### src/rtl/dma_sram_reader.sv
// SRAM read stage for the DMA address stream: issues reads, tracks them through a
// fixed-latency pipe and buffers returned words in a credit-guarded output FIFO.
module dma_sram_reader #(
    parameter int AW  = 14,
    parameter int DW  = 32,
    parameter int IFW = 4,
    parameter int RL  = 1
) (
    input  logic           clk,
    input  logic           rst_n,
    input  logic [AW-1:0]  m_addr,
    input  logic [IFW-1:0] m_info,
    input  logic           m_first,
    input  logic           m_last,
    input  logic           m_valid,
    output logic           m_ready,
    output logic           mem_en,
    output logic [AW-1:0]  mem_addr,
    input  logic [DW-1:0]  mem_rdata,
    output logic [DW-1:0]  s_data,
    output logic [IFW-1:0] s_info,
    output logic           s_first,
    output logic           s_last,
    output logic           s_valid,
    input  logic           s_ready,
    output logic           busy
);

    localparam int FD = RL + 2;
    localparam int CW = $clog2(FD + 1);
    localparam int PW = $clog2(FD);
    localparam int SW = IFW + 2;
    localparam int EW = DW + SW;

    logic          issue;
    logic          ret;
    logic          pop;
    logic [CW:0]   credit_sum;

    logic [CW-1:0] inflight_cnt_q, inflight_cnt_d;
    logic [CW-1:0] fifo_cnt_q, fifo_cnt_d;
    logic [PW-1:0] wr_ptr_q, wr_ptr_d;
    logic [PW-1:0] rd_ptr_q, rd_ptr_d;

    logic [RL-1:0] pipe_vld_q;
    logic [SW-1:0] pipe_side_q [RL];
    logic [EW-1:0] fifo_mem_q [FD];

    function automatic logic [PW-1:0] ptr_inc(input logic [PW-1:0] p);
        return (p == PW'(FD - 1)) ? '0 : p + PW'(1);
    endfunction

    // Credit covers every word not yet popped, so a return always finds a free slot.
    assign credit_sum = {1'b0, inflight_cnt_q} + {1'b0, fifo_cnt_q};
    assign m_ready    = credit_sum < (CW + 1)'(FD);
    assign issue      = m_valid & m_ready;
    assign mem_en     = issue;
    assign mem_addr   = m_addr;

    assign ret     = pipe_vld_q[RL-1];
    assign s_valid = (fifo_cnt_q != '0);
    assign pop     = s_valid & s_ready;
    assign {s_data, s_info, s_first, s_last} = fifo_mem_q[rd_ptr_q];
    assign busy    = (inflight_cnt_q != '0) | (fifo_cnt_q != '0);

    always_comb begin
        inflight_cnt_d = inflight_cnt_q + CW'(issue) - CW'(ret);
        fifo_cnt_d     = fifo_cnt_q + CW'(ret) - CW'(pop);
        wr_ptr_d       = wr_ptr_q;
        rd_ptr_d       = rd_ptr_q;
        if (ret) begin
            wr_ptr_d = ptr_inc(wr_ptr_q);
        end
        if (pop) begin
            rd_ptr_d = ptr_inc(rd_ptr_q);
        end
    end

    always_ff @(posedge clk or negedge rst_n) begin
        if (!rst_n) begin
            inflight_cnt_q <= '0;
            fifo_cnt_q     <= '0;
            wr_ptr_q       <= '0;
            rd_ptr_q       <= '0;
        end else begin
            inflight_cnt_q <= inflight_cnt_d;
            fifo_cnt_q     <= fifo_cnt_d;
            wr_ptr_q       <= wr_ptr_d;
            rd_ptr_q       <= rd_ptr_d;
        end
    end

    // Sideband rides alongside the SRAM access so it lines up with mem_rdata.
    always_ff @(posedge clk or negedge rst_n) begin
        if (!rst_n) begin
            pipe_vld_q <= '0;
            for (int i = 0; i < RL; i++) begin
                pipe_side_q[i] <= '0;
            end
        end else begin
            pipe_vld_q[0]  <= issue;
            pipe_side_q[0] <= {m_info, m_first, m_last};
            for (int i = 1; i < RL; i++) begin
                pipe_vld_q[i]  <= pipe_vld_q[i-1];
                pipe_side_q[i] <= pipe_side_q[i-1];
            end
        end
    end

    always_ff @(posedge clk) begin
        if (ret) begin
            fifo_mem_q[wr_ptr_q] <= {mem_rdata, pipe_side_q[RL-1]};
        end
    end

endmodule

### config.mk
export PLATFORM = sky130hd
export DESIGN_NAME = dma_sram_reader
export DESIGN_NICKNAME = d
export VERILOG_FILES = /design/src/rtl/dma_sram_reader.sv
export SDC_FILE = /design/constraint.sdc
export NUM_CORES = 1
export LEC_CHECK = 0
export CAP_MARGIN = 20
export CORE_MARGIN = 2
export CORE_UTILIZATION = 45
export CTS_CLUSTER_SIZE = 40
export DETAILED_ROUTE_END_ITERATION = 10
export PLACE_DENSITY = 0.84
export SYNTH_ARGS = -nofsm -noshare
export SYNTH_HDL_FRONTEND = slang
export SYNTH_SLANG_ARGS = --single-unit
### constraint.sdc
create_clock -name clk -period 10.7 [get_ports clk]
set_input_delay 2.14 -clock clk [delete_from_list [all_inputs] [get_ports clk]]
set_output_delay 2.14 -clock clk [all_outputs]
set_load 0.05 [all_outputs]
==> out/qor.txt <==
CP Capture Type = primary output
Clock Latency Late Sink = 0.52 ns
die area = 0.0119 mm^2
cells along the critical path = clkdlybuf4s50_1 -> and2_1 -> clkdlybuf4s50_1
Yosys Warn Count = 0
launch point of the worst hold path = pipe_side_q[2]
cts hold-fix bufs = 0
Worst EP required = 8.56 ns
Vias = 2628
CP delay by family, top = buffers and inverters
overall global routing resource usage = 0.150
Worst-Margin Slew = 1.01 ns
commonest cells in the netlist = 114 x edfxtp_1, 39 x nand2_1, 39 x o21ai_1
Clock Root Buffer = clkbuf_8
Starting Density = 0.461
layout cells sized above 1 = 0.0967
Setup crit start = m_valid
CTS Sinks = 129
max-cap viol count = 0
ys flop type = edfxtp_1
register area share after synthesis = 0.763
DR vias/cell = 4.93
DRT Pass-1 Iters = 4
DIE HEIGHT = 109 um
slowest CP cell = clkdlybuf4s50_1
syn avg cell area = 16.5 um^2
Routed Antenna Nets = 0
Port Buffer Count = 83
clk_skew = 0.0123 ns
share of the synthesized area in the top cell type = 0.688
GR Overflow Total = 0
clk slew on worst S/H paths = 0.06 ns
Min-Delay Path Class = reg2reg
minimum hold slack = 0.467 ns
Syn Nets = 363
IO Count = 112
die width = 109 um
final hold violation count = 0
Distinct cells, synth = 25
FF-to-FF setup slack = 8.71 ns
GP Congestion = 0.663
ranking of synthesized cells by area = edfxtp_1 69%, mux2i_1 7.6%, dfrtp_1 7.5%
Yosys reg bits = 129
Core ar. = 0.0108 mm^2
number of synthesized flops with an enable pin = 114
count leader, synth = edfxtp_1
largest net degree at the start of global routing = 80
Post-CTS Setup Bufs = 0
number of fill cells = 830
TritonCTS clock tree = done
row cnt = 38
TritonCTS buffer count = 17
Max-slew headroom = 0.325
Inserted Diodes = 0
fin nets = 442
cell area after synthesis = 0.00498 mm^2
number of H-tree levels = 4
reg-to-reg startpoint = fifo_cnt_q[0]
initial antenna violation count = 0
Lkg Pwr = 2.29 nW
WS Path Type = in2out
Crit path buffers/inverters = 2
# setup viols final = 0
CTS-repair resized insts = 0
Post-synth ARST share = 0.116
crit start category = primary input
CP arrival = 3.56 ns
vias in the first global route = 2725
setup_tns = 0 ns
Peak VDD IR = 0.000308 V
largest area contributor in the netlist = edfxtp_1
total routed wirelength = 8390 um
most used cell, CP = clkdlybuf4s50_1
Pwr Density = 329 mW/mm^2
Iteration-0 DRC Markers = 106
RSZ-0062 raised after global routing = false
first-pass GRT wire length = 12900 um
Peak Freq = 175 MHz
critical path peak fanout = 3
Area growth syn-to-layout = 28.7%
WL/cell = 15.7 um
dpl hpwl = 4930 um
drt drc = 0
status = finished clean
Critical Path Max Stage Delay = 0.81 ns
min cycle time layout = 5.70 ns
clk buf depth = 2
max-slew violation count = 0
Gate Count Post-Synth = 301
Final Cycle Share = 0.533
## power by group
part / switching (W) / leakage, nW / internal (W) / total [W]
Clock: 0.000188 / 0.283 / 0.000373 / 0.000561
Combinational: 0.000579 / 0.791 / 0.000289 / 0.000867
Sequential: 0.0000311 / 1.21 / 0.000646 / 0.000677
Total: 0.000798 / 2.29 / 0.00131 / 0.00211
## cell type report
type	count	area [um^2]	area share
Sequential cell	129	3800	0.593
Multi-Input combinational cell	139	945	0.147
Timing Repair Buffer	88	881	0.138
Clock buffer	26	478	0.0746
Tap cell	140	175	0.0273
Clock inverter	6	108	0.0168
Inverter	5	18.8	0.00293
## logic make-up (layout without fill, tap and decap cells)
family,Yosys count,in the layout,synth area share
compound gates,42,42,0.0432
xor+xnor,4,4,0.00704
fa+ha+maj,6,6,0.0166
buf+inv,33,125,0.0498
flops,129,129,0.763
mux,40,40,0.0809
simple gates,47,47,0.0392
## path summary, 6_finish.rpt
| check | cells past startpoint | endpoint |
|---|---|---|
| max in group asynchronous | 1 | rd_ptr_q[0] |
| worst max register to register | 7 | inflight_cnt_q[1] |
| min in group asynchronous | 1 | fifo_cnt_q[1] |
| worst min register to register | 0 | fifo_mem_q[0][2] |
| worst max-delay path | 3 | mem_en |
| worst min-delay path | 0 | fifo_mem_q[0][2] |
## sequential cells by signal, indices dropped and copies added, names as in the netlist
| register | cells |
|---|---|
| fifo_cnt_q | 2 |
| fifo_mem_q | 114 |
| inflight_cnt_q | 2 |
| pipe_side_q | 6 |
| pipe_vld_q | 1 |
| rd_ptr_q | 2 |
| wr_ptr_q | 2 |
## through the flow
step,area (um^2),utilization,instances,worst slack [ns],power (W)
3_5_place_dp,5820,0.539,501,5.00,0.00156
2_1_floorplan,4980,-,301,5.98,0.00133
6_report,6410,0.594,533,5.00,0.00211
5_1_grt,6410,0.594,533,4.94,0.00221
4_1_cts,6410,0.594,533,4.99,0.00213
3_3_place_gp,5800,0.537,500,5.01,0.00154
## placed cells by master, fill, tap and decap left out, types with 2 or more instances in the layout
cell type	synthesis	routed
a21o_1	2	2
buf_4	15	4
bufinv_16	0	3
clkbuf_1	5	6
clkbuf_16	0	16
clkbuf_8	0	4
clkdlybuf4s50_1	0	83
clkinv_2	0	2
dfrtp_1	15	13
dfrtp_2	0	2
edfxtp_1	114	114
ha_1	5	5
inv_1	5	5
mux2_2	2	2
mux2i_1	38	38
nand2_1	39	39
o21ai_1	39	39
xnor2_1	4	4
## layer usage
layer | up-vias | GRT usage | share of wire
li1 | 1256 | - | -
met1 | 1285 | 0.158 | 0.41
met2 | 69 | 0.264 | 0.52
met3 | 18 | 0.0652 | 0.061
met4 | 0 | 0.0606 | 0.015
met5 | - | 0 | 0
Note: power is estimated with default switching activity, not from simulation.
